File: src/rtl/seven_seg_display_arbiter_pkg.sv
// Shared types and constants for the seven-segment display arbiter.
package seven_seg_pkg;

    typedef enum logic [1:0] {
        IDLE  = 2'd0,
        BLANK = 2'd1,
        SHOW  = 2'd2
    } state_e;

    localparam int DIGIT_W = 32;
    localparam int MASK_W  = 8;

    localparam logic [MASK_W-1:0] BLANK_MASK = 8'hFF;

    localparam int DEF_NUM_REQ      = 4;
    localparam int DEF_DWELL_CYCLES = 50_000_000;
    localparam int DEF_BLANK_CYCLES = 1_000_000;
    localparam int DEF_REFRESH_DIV  = 100_000;

    // Counters for a range of 1 still need a one-bit register.
    function automatic int cnt_width(input int n);
        return (n > 1) ? $clog2(n) : 1;
    endfunction

endpackage

File: src/rtl/seven_seg_display_arbiter_rr_pick.sv
// Round-robin chooser: first requester at or after ptr_i (wrapping),
// optionally skipping one index.
module rr_pick
    import seven_seg_pkg::*;
#(
    parameter int N  = DEF_NUM_REQ,
    parameter int PW = cnt_width(N)
) (
    input  logic [N-1:0]  req_i,
    input  logic [PW-1:0] ptr_i,
    input  logic          excl_en_i,
    input  logic [PW-1:0] excl_idx_i,
    output logic [PW-1:0] idx_o,
    output logic          found_o
);

    always_comb begin
        int j;
        j       = 0;
        idx_o   = '0;
        found_o = 1'b0;
        for (int k = 0; k < N; k++) begin
            j = int'(ptr_i) + k;
            if (j >= N) begin
                j = j - N;
            end
            if (!found_o && req_i[PW'(j)] &&
                !(excl_en_i && (excl_idx_i == PW'(j)))) begin
                found_o = 1'b1;
                idx_o   = PW'(j);
            end
        end
    end

endmodule

File: src/rtl/seven_seg_display_arbiter.sv
// Round-robin owner of a shared 8-digit seven-segment driver, with minimum
// dwell per grant, a blanking gap between owners and a digit-refresh strobe.
module seven_seg_display_arbiter
    import seven_seg_pkg::*;
#(
    parameter int NUM_REQ      = DEF_NUM_REQ,
    parameter int DWELL_CYCLES = DEF_DWELL_CYCLES,
    parameter int BLANK_CYCLES = DEF_BLANK_CYCLES,
    parameter int REFRESH_DIV  = DEF_REFRESH_DIV
) (
    input  logic                       clk,
    input  logic                       RESET,
    input  logic [NUM_REQ-1:0]         REQ,
    input  logic [DIGIT_W*NUM_REQ-1:0] REQ_NUMBER,
    input  logic [MASK_W*NUM_REQ-1:0]  REQ_MASK,
    output logic [NUM_REQ-1:0]         GNT,
    output logic [DIGIT_W-1:0]         NUMBER,
    output logic [MASK_W-1:0]          AN_MASK,
    output logic                       DIGIT_TICK,
    output logic                       BUSY
);

    localparam int PW   = cnt_width(NUM_REQ);
    localparam int DW   = cnt_width(DWELL_CYCLES);
    localparam int BW   = cnt_width(BLANK_CYCLES);
    localparam int DIVW = cnt_width(REFRESH_DIV);

    localparam logic [DW-1:0]   DWELL_LAST = DW'(DWELL_CYCLES - 1);
    localparam logic [BW-1:0]   BLANK_LAST = BW'(BLANK_CYCLES - 1);
    localparam logic [DIVW-1:0] DIV_LAST   = DIVW'(REFRESH_DIV - 1);
    localparam logic [PW-1:0]   IDX_LAST   = PW'(NUM_REQ - 1);

    state_e               state_q, state_d;
    logic [PW-1:0]        ptr_q, ptr_d;
    logic [PW-1:0]        cand_q, cand_d;
    logic [PW-1:0]        owner_q, owner_d;
    logic [NUM_REQ-1:0]   gnt_q, gnt_d;
    logic [DIGIT_W-1:0]   number_q, number_d;
    logic [MASK_W-1:0]    mask_q, mask_d;
    logic [BW-1:0]        blankCnt_q, blankCnt_d;
    logic [DW-1:0]        dwellCnt_q, dwellCnt_d;
    logic [DIVW-1:0]      div_q;

    logic [DIGIT_W-1:0]   reqNum  [NUM_REQ];
    logic [MASK_W-1:0]    reqMask [NUM_REQ];

    logic [PW-1:0]        pickIdx;
    logic                 pickFound;

    for (genvar i = 0; i < NUM_REQ; i++) begin : g_slice
        assign reqNum[i]  = REQ_NUMBER[DIGIT_W*i +: DIGIT_W];
        assign reqMask[i] = REQ_MASK[MASK_W*i +: MASK_W];
    end

    // While showing, the current owner is never a candidate for the next
    // gap; elsewhere nobody is excluded.
    rr_pick #(
        .N  (NUM_REQ),
        .PW (PW)
    ) u_pick (
        .req_i      (REQ),
        .ptr_i      (ptr_q),
        .excl_en_i  (state_q == SHOW),
        .excl_idx_i (owner_q),
        .idx_o      (pickIdx),
        .found_o    (pickFound)
    );

    always_comb begin
        state_d    = state_q;
        ptr_d      = ptr_q;
        cand_d     = cand_q;
        owner_d    = owner_q;
        gnt_d      = gnt_q;
        number_d   = number_q;
        mask_d     = mask_q;
        blankCnt_d = blankCnt_q;
        dwellCnt_d = dwellCnt_q;

        case (state_q)
            IDLE: begin
                gnt_d  = '0;
                mask_d = BLANK_MASK;
                if (pickFound) begin
                    cand_d     = pickIdx;
                    blankCnt_d = '0;
                    state_d    = BLANK;
                end
            end

            BLANK: begin
                gnt_d  = '0;
                mask_d = BLANK_MASK;
                if (!REQ[cand_q]) begin
                    if (pickFound) begin
                        cand_d     = pickIdx;
                        blankCnt_d = '0;
                    end else begin
                        state_d = IDLE;
                    end
                end else if (blankCnt_q == BLANK_LAST) begin
                    gnt_d          = '0;
                    gnt_d[cand_q]  = 1'b1;
                    owner_d        = cand_q;
                    ptr_d          = (cand_q == IDX_LAST) ? '0 : cand_q + PW'(1);
                    dwellCnt_d     = '0;
                    state_d        = SHOW;
                end else begin
                    blankCnt_d = blankCnt_q + BW'(1);
                end
            end

            SHOW: begin
                if (!REQ[owner_q]) begin
                    gnt_d  = '0;
                    mask_d = BLANK_MASK;
                    if (pickFound) begin
                        cand_d     = pickIdx;
                        blankCnt_d = '0;
                        state_d    = BLANK;
                    end else begin
                        state_d = IDLE;
                    end
                end else begin
                    number_d = reqNum[owner_q];
                    mask_d   = reqMask[owner_q];
                    if (dwellCnt_q != DWELL_LAST) begin
                        dwellCnt_d = dwellCnt_q + DW'(1);
                    end else if (pickFound) begin
                        gnt_d      = '0;
                        mask_d     = BLANK_MASK;
                        cand_d     = pickIdx;
                        blankCnt_d = '0;
                        state_d    = BLANK;
                    end
                end
            end

            default: begin
                state_d = IDLE;
            end
        endcase
    end

    always_ff @(posedge clk) begin
        if (RESET) begin
            state_q    <= IDLE;
            ptr_q      <= '0;
            cand_q     <= '0;
            owner_q    <= '0;
            gnt_q      <= '0;
            number_q   <= '0;
            mask_q     <= BLANK_MASK;
            blankCnt_q <= '0;
            dwellCnt_q <= '0;
        end else begin
            state_q    <= state_d;
            ptr_q      <= ptr_d;
            cand_q     <= cand_d;
            owner_q    <= owner_d;
            gnt_q      <= gnt_d;
            number_q   <= number_d;
            mask_q     <= mask_d;
            blankCnt_q <= blankCnt_d;
            dwellCnt_q <= dwellCnt_d;
        end
    end

    // The refresh divider runs regardless of who owns the display.
    always_ff @(posedge clk) begin
        if (RESET) begin
            div_q <= '0;
        end else if (div_q == DIV_LAST) begin
            div_q <= '0;
        end else begin
            div_q <= div_q + DIVW'(1);
        end
    end

    assign GNT        = gnt_q;
    assign NUMBER     = number_q;
    assign AN_MASK    = mask_q;
    assign DIGIT_TICK = (div_q == DIV_LAST);
    assign BUSY       = (state_q != IDLE);

endmodule

File: config.mk
export PLATFORM = sky130hd
export DESIGN_NAME = seven_seg_display_arbiter
export DESIGN_NICKNAME = d
export VERILOG_FILES = /design/src/rtl/seven_seg_display_arbiter_pkg.sv /design/src/rtl/seven_seg_display_arbiter_rr_pick.sv /design/src/rtl/seven_seg_display_arbiter.sv
export SDC_FILE = /design/constraint.sdc
export NUM_CORES = 1
export LEC_CHECK = 0
export BUFFER_PORTS_ARGS = -buffer_cell sky130_fd_sc_hd__clkbuf_2
export CORE_ASPECT_RATIO = 1.1
export CORE_MARGIN = 2
export CORE_UTILIZATION = 53
export CTS_BUF_LIST = sky130_fd_sc_hd__clkbuf_8
export CTS_CLUSTER_SIZE = 28
export DETAILED_ROUTE_END_ITERATION = 10
export GPL_TIMING_DRIVEN = 0
export PLACE_DENSITY = 0.84
export SYNTH_ARGS = -nofsm -noshare
export SYNTH_HDL_FRONTEND = slang
export SYNTH_HIERARCHICAL = 1
export SYNTH_SLANG_ARGS = --single-unit
File: constraint.sdc
create_clock -name clk -period 2.65 [get_ports clk]
set_input_delay 0.1325 -clock clk [delete_from_list [all_inputs] [get_ports clk]]
set_output_delay 0.1325 -clock clk [all_outputs]
set_load 0.01 [all_outputs]
# Yosys cells after proc, flatten, opt, wreduce, memory -nomap -nowiden
# Cells that the tools add are included.
[totals] reg_bits=115 latch_bits=0 ramBits=0 mem_bits_ro=0 mem_count=0
[classes] n_addsub=11 n_mul=0 div=0 magnitude_cmp=12 n_eq_ne=20 shift=0 n_mux=71 n_bitwise=1 reduce_logical=33
[op_table] cell="26-bit two-way mux" count=4
[op_table] cell="20-bit two-way mux" count=5
[op_table] cell="32-bit binary-select mux with 2-bit select" count=1
[op_table] cell="32-bit two-way mux" count=2
[op_table] cell="20-bit case mux with 3 select lines" count=1
[op_table] cell="26-bit case mux with 2 select lines" count=1
[op_table] cell="8-bit two-way mux" count=5
[op_table] cell="2-bit two-way mux" count=19
[op_table] cell="26-bit by 1-bit adder with 26-bit output (second input constant)" count=1
[op_table] cell="26-bit inequality test (second input constant)" count=1
[op_table] cell="20-bit by 1-bit adder with 20-bit output (second input constant)" count=1
[op_table] cell="20-bit equality test (second input constant)" count=1
[op_table] cell="4-bit two-way mux" count=5
[op_table] cell="17-bit by 1-bit adder with 17-bit output (second input constant)" count=1
[op_table] cell="17-bit equality test (second input constant)" count=1
[op_table] cell="8-bit binary-select mux with 2-bit select" count=1
[op_table] cell="2-bit by 4-bit less-than comparator with 1-bit output (second input constant)" count=4
[op_table] cell="1-bit two-way mux" count=16
[op_table] cell="8-bit case mux with 2 select lines" count=1
[op_table] cell="3-bit inequality test (second input constant)" count=5
[op_table] cell="3-bit AND reduction" count=5
[op_table] cell="1-bit binary-select mux with 2-bit select" count=6
[op_table] cell="3-bit greater-or-equal comparator (second input constant)" count=4
[op_table] cell="1-bit logical AND" count=12
[op_table] cell="other kinds (22)" count=45

# Longest topological paths before layout
# Gate-level depths: netlist of the first run.
[depth] depth_word=23 depth_mapped=11 depth_no_buf=10

# Cells and area by module
# The synthesis of the first run kept the hierarchy.
[by_module_without_submodules] module="seven_seg_display_arbiter" n_inst=1 cells_per_inst=736 area_each_um2=6398.6 seq_area_each_um2=2302.2
[by_module_without_submodules] module="rr_pick" n_inst=1 cells_per_inst=21 area_each_um2=158.9 seq_area_each_um2=0.0

# Worst setup path after synthesis of the first run
# OpenSTA, ideal clock, no wires.
[synth_timing] path_type="register -> register" from="register cand_q[0]" to="register blankCnt_q[6]" setup_time_ns=0.122 t_arrival_ns=2.304 slack_ns=0.225 path_stages_with_launch=8 n_path_buf=2 path_cell_list="dfxtp_1 mux4_2 and2_1 buf_6 and4_1 buf_6 or4_4 a221o_1"
[synth_between] elab_chain_cells=4 elab_cells_between_ends=6
[synth_rtl] element="from (decl)" line_no="seven_seg_display_arbiter.sv:35" source="logic [PW-1:0] cand_q, cand_d;"
[synth_rtl] element="from (signal assigned)" line_no="seven_seg_display_arbiter.sv:159" source="cand_q <= cand_d;"
[synth_rtl] element="1-bit binary-select mux with 2-bit select *" line_no="seven_seg_display_arbiter.sv:94" source="if (!REQ[cand_q]) begin"
[synth_rtl] element="1-bit two-way mux (not written as such) *" line_no="seven_seg_display_arbiter.sv:94"
[synth_rtl] element="3-bit inequality test (no line) / 20-bit two-way mux (equally long branches)"
[synth_rtl] element="3-bit AND reduction (no line) / 20-bit case mux with 3 select lines (equally long branches)"
[synth_rtl] element="to (signal assigned)" line_no="seven_seg_display_arbiter.sv:164" source="blankCnt_q <= blankCnt_d;"
[synth_rtl] element="to (decl)" line_no="seven_seg_display_arbiter.sv:40" source="logic [BW-1:0] blankCnt_q, blankCnt_d;"
# Mark *: on every way between the ends. The rest lies on a longest branch, timed or not. The select of a mux whose other input is x is not followed.
# A chain may end at the register's enable or synchronous reset.

# Worst setup path in the final report of the first run
[layout_timing] from="register blankCnt_q[7]" to="register dwellCnt_q[20]"
[layout_between] elab_chain_cells=3
[layout_rtl] element="20-bit equality test" line_no="seven_seg_display_arbiter.sv:101" source="end else if (blankCnt_q == BLANK_LAST) begin"
[layout_rtl] element="2-bit inequality test (no line)"
[layout_rtl] element="5-bit AND reduction (no line)"
[layout_rtl] element="to (signal assigned)" line_no="seven_seg_display_arbiter.sv:165" source="dwellCnt_q <= dwellCnt_d;"
[layout_rtl] element="to (decl)" line_no="seven_seg_display_arbiter.sv:41" source="logic [DW-1:0] dwellCnt_q, dwellCnt_d;"
# Every way passes these cells.

==> flow_summary.toml, run 1 <==
[run_status]
outcome = "finished clean"

[yosys]
yosys_register_bits = 115
synthesized_area_fraction_occupied_by_ao_oa_aoi_and_oai_cells_pct = 17.0
post_synth_xor_area_fraction_pct = 2.00
syn_nets = 935
syn-instance-count = 757
synth-main-ff-cell = "sky130_fd_sc_hd__dfxtp_1"
synth.area.mux_share_pct = 15.3
synth-simple-area-share_pct = 24.1
syn-mean-instance-area_um2 = 8.66
main_combinational_cell_family_by_area_after_synthesis = "simple AND/OR/NAND/NOR gates"
yosys_warnings = 6
post_synth_fa_ha_maj_area_fraction_pct = 2.29
synthesis.area_mm2 = 0.00656
proportion_of_synthesized_chip_area_in_sequential_cells_pct = 35.1
synth_enable_flop_cells = 0
synth_async_sr_flop_share_pct = 0
synth.distinct_cells = 62

[routing]
ant_nets = 0
drt_wl_total_um = 20300
drtIter0Drc = 566
drc_errors = 0
vias = 6993
vias_per_cell = 6.05
routedWlPerCell_um = 17.6
firstDrtPassIters = 5

[final_layout]
postLayoutCoreUtil_pct = 69.5
final.fill_count = 970
finalNetCount = 1166
flow.area_growth_from_synthesis_pct = 27.5
antenna_cells_inserted = 0
layout-drive-gt1-share_pct = 32.9

[grt]
grt_usage_pct = 31.1
grt_antenna_before_repair = 2
grt_first_pass_wirelength_um = 31800
grt_pass1_vias = 6599
grt_max_degree = 17
global_route.overflow_total = 0

[critical_path]
cp_num_buf_inv = 2
cpPeakStageDelay_ns = 0.58
worstSetupStartpointType = "flip-flop"
critical_path_peak_fanout = 10
critPathTopFamily = "simple AND/OR/NAND/NOR gates"
worst-endpoint-required_ns = 2.99
crit_chain = "or4b_4 -> nor4_4 -> nand4_1 -> a21oi_2 -> clkbuf_4 -> buf_6 -> a21oi_1 -> a311oi_1"
worst-setup-path-type = "reg2reg"
critical_path_arrival_ns = 2.90
worstSetupEndpointType = "flip-flop"
worst_path_max_delay_cell = "sky130_fd_sc_hd__or4b_4"

[place]
io_buffer_count = 211
pre_cts_ws_ns = -0.391
detailedPlacementHpwl_um = 15200
gp_congestion = 0.927

[power_and_ir_drop]
irDropWorstVdd_mv = 0.341
internal-power_mw = 3.11
power.clock.fraction_pct = 36.3
pwr_density_cell_mw_per_mm2 = 541
total_switching_power_mw = 1.41
power.static_leakage_nw = 3.27
seq_power_share_pct = 40.4
combinational_share_of_power_pct = 23.4
net_switching_share_of_the_total_power_pct = 31.2

[sta]
grt_setup_unrepaired = "true"
finalSetupViolCount = 0
whs_ns = 0.115
hold_viol = 0
fin_ws_ns = 0.0960
worst_slew_margin_rel_pct = 41.3
fin_worst_skew_ns = 0.0126
min_period_over_period_pct = 96.4
timing_worst_slew_pin_value_ns = 0.880
period_minus_ws_final_ns = 2.55
number_of_pins_exceeding_their_max_slew_limit_in_the_final_report = 0
max_freq_mhz = 392

[clock_tree]
clock_root_buffer_master = "sky130_fd_sc_hd__clkbuf_8"
worstSkewPairLatency_ns = 0.45
tritoncts = "done"
clkSlewWorstSetupHoldPaths_ns = 0.07
max-clock-path-buffers = 2
numCtsBuffers = 17
cts_max_level = 4
cts.sink_count = 115

[die]
die_width_um = 110
floorplan.rows = 42
die_height_um = 121
placeable_core_area_mm2 = 0.0120
die_area_mm2 = 0.0133
floorplan.initialDensity_pct = 54.5
boundaryPins = 212

[flow_run]
timing.max_cap.violations = 0

[worst_hold_path]
worst_min_path_class = "in2reg"
## cells by family (layout without fill, tap and decap cells)
logic type	count (synthesis)	count (layout)
xor gates and xnor gates	15	15
adders and majority gates	12	12
and+or+nand+nor	323	323
buffers and inverters	65	309
DFF	115	115
AOI/OAI and AO/OA	179	179
muxes	48	48
## per-layer routing
metal	share of wire (%)	wire, µm	GRT usage (%)	vias up
li1	-	-	-	3295
met1	39	8010	38.5	3314
met2	50	10100	51.3	341
met3	8.8	1800	8.03	43
met4	2.3	458	12.3	0
met5	0	0	0	-
## synth_stat cells, types with 8 or more instances
cell / n / area [µm²]
sky130_fd_sc_hd__a21oi_1: 76 / 380
sky130_fd_sc_hd__xor2_1: 9 / 78.8
sky130_fd_sc_hd__nand4_1: 12 / 75.1
sky130_fd_sc_hd__mux4_2: 42 / 946
sky130_fd_sc_hd__nor3_1: 18 / 90.1
sky130_fd_sc_hd__o21ai_0: 29 / 145
sky130_fd_sc_hd__inv_1: 13 / 48.8
sky130_fd_sc_hd__clkbuf_1: 40 / 150
sky130_fd_sc_hd__dfxtp_1: 115 / 2300
sky130_fd_sc_hd__a31oi_1: 12 / 75.1
sky130_fd_sc_hd__nor2_1: 53 / 199
sky130_fd_sc_hd__and2_1: 8 / 50.1
sky130_fd_sc_hd__ha_1: 12 / 150
sky130_fd_sc_hd__a311oi_1: 15 / 131
sky130_fd_sc_hd__o22ai_1: 9 / 56.3
sky130_fd_sc_hd__nand2_1: 128 / 480
sky130_fd_sc_hd__nand3_1: 32 / 160
sky130_fd_sc_hd__and3_1: 19 / 119
## layout make-up
cell class	count	area [µm²]	area share (%)
Multi-Input combinational cell	577	4110	49.2
Sequential cell	115	2310	27.6
Timing Repair Buffer	213	1070	12.8
Clock buffer	21	289	3.46
Buffer	50	228	2.72
Tap cell	154	193	2.30
Clock inverter	11	109	1.30
Inverter	14	52.6	0.629
## per-stage QoR
stage          power (mW)  instance area (µm²)  cells  TNS, ns
6_report             4.52                 8360   1155        0
2_1_floorplan        2.47                 6560    757        0
4_1_cts              4.48                 8250   1153  -0.0234
3_3_place_gp         2.83                 7810   1122    -8.12
3_5_place_dp         2.85                 7810   1122    -8.39
5_1_grt              4.70                 8360   1155   -0.238
## placed cells by master (no fill, tap or decap), types with 4 or more instances in the layout
cell type / instances
sky130_fd_sc_hd__o211ai_1: 4
sky130_fd_sc_hd__and4_1: 6
sky130_fd_sc_hd__o22ai_1: 9
sky130_fd_sc_hd__nor3_1: 17
sky130_fd_sc_hd__nor2_1: 53
sky130_fd_sc_hd__clkbuf_2: 213
sky130_fd_sc_hd__nand2b_1: 7
sky130_fd_sc_hd__mux2i_1: 6
sky130_fd_sc_hd__nor2b_1: 5
sky130_fd_sc_hd__nor4_1: 4
sky130_fd_sc_hd__nand4b_1: 4
sky130_fd_sc_hd__a311oi_1: 15
sky130_fd_sc_hd__nand3_1: 29
sky130_fd_sc_hd__a31oi_1: 12
sky130_fd_sc_hd__o31ai_1: 4
sky130_fd_sc_hd__nand2_1: 127
sky130_fd_sc_hd__a22o_1: 4
sky130_fd_sc_hd__or3_1: 4
sky130_fd_sc_hd__clkbuf_8: 21
sky130_fd_sc_hd__a21oi_1: 74
sky130_fd_sc_hd__a41oi_1: 7
sky130_fd_sc_hd__and3_1: 19
sky130_fd_sc_hd__xor2_1: 9
sky130_fd_sc_hd__clkbuf_1: 37
sky130_fd_sc_hd__o21ai_0: 28
sky130_fd_sc_hd__nand4_1: 12
sky130_fd_sc_hd__nand3b_1: 4
sky130_fd_sc_hd__and2_1: 7
sky130_fd_sc_hd__clkinv_2: 6
sky130_fd_sc_hd__xnor2_1: 6
sky130_fd_sc_hd__mux4_2: 42
sky130_fd_sc_hd__ha_1: 11
sky130_fd_sc_hd__dfxtp_1: 112
sky130_fd_sc_hd__inv_1: 14
## state kept, by name, indices dropped and copies added (netlist names)
| name | count |
|---|---|
| NUMBER | 32 |
| cand_q | 2 |
| AN_MASK | 8 |
| GNT | 4 |
| state_q | 2 |
| div_q | 17 |
| ptr_q | 2 |
| dwellCnt_q | 26 |
| owner_q | 2 |
| blankCnt_q | 20 |
## power groups by stage
stage                     sequential [mW]  combinational [mW]  clock, mW
after floorplan                      1.86               0.606          0
after global placement               1.86               0.974          0
after detailed placement             1.86               0.986          0
after CTS                            1.82                1.00       1.66
after global routing                 1.83                1.14       1.74
final                                1.83                1.06       1.64
## worst register-to-register path, cell delays in order, from the launching register on
cell	delay [ns]
sky130_fd_sc_hd__dfxtp_1	0.36
sky130_fd_sc_hd__or4b_4	0.58
sky130_fd_sc_hd__nor4_4	0.27
sky130_fd_sc_hd__nand4_1	0.25
sky130_fd_sc_hd__a21oi_2	0.23
sky130_fd_sc_hd__clkbuf_4	0.25
sky130_fd_sc_hd__buf_6	0.18
sky130_fd_sc_hd__a21oi_1	0.08
sky130_fd_sc_hd__a311oi_1	0.26
## worst paths after layout
check / to / from / slack (ns) / cells after the start
hold reg to reg: GNT[2] / GNT[2] / 0.45 / 2
setup reg to reg: dwellCnt_q[20] / blankCnt_q[7] / 0.1 / 8
setup / recovery: dwellCnt_q[20] / blankCnt_q[7] / 0.1 / 8
hold / removal: AN_MASK[3] / REQ_MASK[27] / 0.12 / 4
## repair_timing
item / CTS / global route
pin swaps: 0 / 5
setup buffers: 0 / 2
setup endpoints to repair: 42 / 48
gates resized for setup: 13 / 22
hold buffers: 0 / 0
cloned: 0 / 0
hold endpoints to repair: 0 / 0
Power figures use the tool's default switching activity.
==> run 2, diff against run 1 <==
--- a/config.mk
+++ b/config.mk
@@ -7,7 +7,6 @@
 export LEC_CHECK = 0
 export BUFFER_PORTS_ARGS = -buffer_cell sky130_fd_sc_hd__clkbuf_2
 export CORE_ASPECT_RATIO = 1.1
-export CORE_MARGIN = 2
 export CORE_UTILIZATION = 53
 export CTS_BUF_LIST = sky130_fd_sc_hd__clkbuf_8
 export CTS_CLUSTER_SIZE = 28
==> run 2 against run 1 <==
Final area grew 0.33%. Power up 4.7%. Highest routed layer unchanged. Sequential share of layout area shrank 0.076 points. Critical path type unchanged. Critical endpoint is now blankCnt_q[6]. Global-route usage is 1.5 points higher. Fmax decreased by 1.1%. Die area decreased by 3.4%. Clock-buffer cell count up 2.
==> flow_summary.toml, run 2 (same netlist as run 1, synthesis figures left out) <==
[clock_tree]
tritoncts = "done"
clkSlewWorstSetupHoldPaths_ns = 0.07
count_of_hold_buffers_inserted_by_post_cts_repair = 0
worstSkewPairLatency_ns = 0.44
cts.sink_count = 115
clock_root_buffer_master = "sky130_fd_sc_hd__clkbuf_8"
max-clock-path-buffers = 2
cts_max_level = 4
numCtsBuffers = 17

[final_layout]
fin_cells = 1153
mostFrequentLayoutCells = "214 x sky130_fd_sc_hd__clkbuf_2, 126 x sky130_fd_sc_hd__nand2_1, 111 x sky130_fd_sc_hd__dfxtp_1"
flow.area_growth_from_synthesis_pct = 27.9
mostFrequentLayoutCell = "sky130_fd_sc_hd__clkbuf_2"
layout-drive-gt1-share_pct = 32.9
design_area_mm2 = 0.00839
antenna_cells_inserted = 0
largest_reg_flops = 32
finalNetCount = 1164

[sta]
period_minus_ws_final_ns = 2.58
grt_setup_unrepaired = "true"
finalSetupViolCount = 0
hold_viol = 0
worst_slew_margin_rel_pct = 42.7
max_freq_mhz = 387
timing_worst_slew_pin_value_ns = 0.859
fin_worst_skew_ns = 0.00932
min_period_over_period_pct = 97.4
number_of_pins_exceeding_their_max_slew_limit_in_the_final_report = 0

[routing]
routedWlPerCell_um = 17.9
drt_wl_total_um = 20600
vias_per_cell = 6.13
ant_nets = 0
drtIter0Drc = 629
firstDrtPassIters = 6
drc_errors = 0
vias = 7069

[die]
placeable_core_area_mm2 = 0.0120
die_height_um = 119
floorplan.rows = 42
boundaryPins = 212
die_width_um = 108
die_area_mm2 = 0.0128
floorplan.initialDensity_pct = 54.5

[critical_path]
rr_startpoint = "owner_q[0]"
crit_chain = "buf_4 -> mux4_2 -> nand2_2 -> a21oi_2 -> or4_4 -> a221o_1"
worst-endpoint-required_ns = 2.98
crit_path_start = "owner_q[0]"
cp.depth = 6
cpPeakStageDelay_ns = 0.61
setup.reg_to_reg.worst_slack_ns = 0.07
critPathTopFamily = "simple AND/OR/NAND/NOR gates"
count_of_cells_along_the_worst_register_to_register_path = 6
worstSetupStartpointType = "flip-flop"
worst_path_max_delay_cell = "sky130_fd_sc_hd__or4_4"
worstSetupEndpointType = "flip-flop"
capturing_element_of_the_worst_setup_path = "blankCnt_q[6]"
critical_path_peak_fanout = 7
critical_path_arrival_ns = 2.91
cp_num_buf_inv = 1
worstReg2RegEnd = "blankCnt_q[6]"
worst-setup-path-type = "reg2reg"

[power_and_ir_drop]
power.static_leakage_nw = 3.26
irDropWorstVdd_mv = 0.288
net_switching_share_of_the_total_power_pct = 30.7
total_switching_power_mw = 1.46
power.clock.fraction_pct = 38.4
pwr_density_cell_mw_per_mm2 = 564
seq_power_share_pct = 38.6
combinational_share_of_power_pct = 23.0
internal-power_mw = 3.28

[run_status]
outcome = "finished clean"

[grt]
grt_usage_pct = 32.6
grt_max_degree = 17
global_route.overflow_total = 0
grt_first_pass_wirelength_um = 32400
grt_antenna_before_repair = 2
grt_pass1_vias = 6670

[worst_hold_path]
worst_min_path_class = "in2reg"

[place]
io_buffer_count = 211
gp_congestion = 0.930
dpl_cell_area_mm2 = 0.00781
cell_count_after_placement = 1122
detailedPlacementHpwl_um = 15300

[flow_run]
timing.max_cap.violations = 0
## run 2: changes by cell type in the layout (fill, tap and decap cells not counted), sizes merged
cell | previous run | this run
bufinv | 2 | 3
clkinv | 7 | 5
clkinvlp | 2 | 1
buf | 11 | 9
clkbuf | 273 | 275
## run 2: through the flow
step | power (mW) | worst slack [ns] | setup TNS [ns] | hold WS [ns] | util (%)
2_1_floorplan | 2.47 | 0.225 | 0 | 0.367 | -
3_3_place_gp | 2.84 | -0.389 | -7.99 | 0.440 | 64.9
3_5_place_dp | 2.86 | -0.495 | -8.45 | 0.445 | 64.9
4_1_cts | 4.66 | 0.0369 | 0 | 0.105 | 68.9
5_1_grt | 4.88 | -0.0315 | -0.0609 | 0.123 | 69.7
6_report | 4.74 | 0.0685 | 0 | 0.118 | 69.7
## run 2: routing by layer
| layer | wire length, µm | up-vias | GRT usage, % |
|---|---|---|---|
| li1 | - | 3284 | - |
| met1 | 7610 | 3321 | 40.3 |
| met2 | 10300 | 403 | 54.0 |
| met3 | 2170 | 61 | 8.11 |
| met4 | 552 | 0 | 12.9 |
| met5 | 0 | - | 0 |
## run 2: worst min-delay path, delay by kind of cell
| kind | cells | cell delay [ns] |
|---|---|---|
| multiplexers | 1 | 0.21 |
| buffers and inverters | 1 | 0.07 |
| AO/OA/AOI/OAI | 1 | 0.06 |
| AND/OR/NAND/NOR | 1 | 0.06 |
## run 2: area by class of cell
cell class                      instances  area, µm²
Sequential cell                       115       2310
Timing Repair Buffer                  211       1060
Fill cell                             962       3650
Multi-Input combinational cell        577       4110
Tap cell                              154        193
Inverter                               14       52.6
Clock inverter                          9        125
Clock buffer                           23        317
Buffer                                 50        229
## run 2: power by group through the flow
stage	registers, mW	logic (mW)	clock network (mW)
after floorplan	1.86	0.606	0
after global placement	1.86	0.978	0
after detailed placement	1.86	1.00	0
after CTS	1.82	1.03	1.81
after global routing	1.83	1.17	1.88
final	1.83	1.09	1.82
## run 2: worst min path at each step
stage / start / endpoint / slack (ns) / cells past startpoint
4_1_cts: REQ_MASK[23] / AN_MASK[7] / 0.11 / 4
2_1_floorplan: RESET / dwellCnt_q[19] / 0.37 / 3
3_5_place_dp: NUMBER[14] / NUMBER[14] / 0.45 / 2
3_3_place_gp: GNT[2] / GNT[2] / 0.44 / 2
5_1_grt: REQ_MASK[27] / AN_MASK[3] / 0.12 / 4
6_report: REQ_MASK[23] / AN_MASK[7] / 0.12 / 4
## run 2: repair_timing
item | 4_1_cts | 5_1_grt
pin swaps | 0 | 3
buffers inserted | 0 | 0
endpoints found under the setup margin | 43 | 52
resized for setup | 14 | 26
cloned | 0 | 0
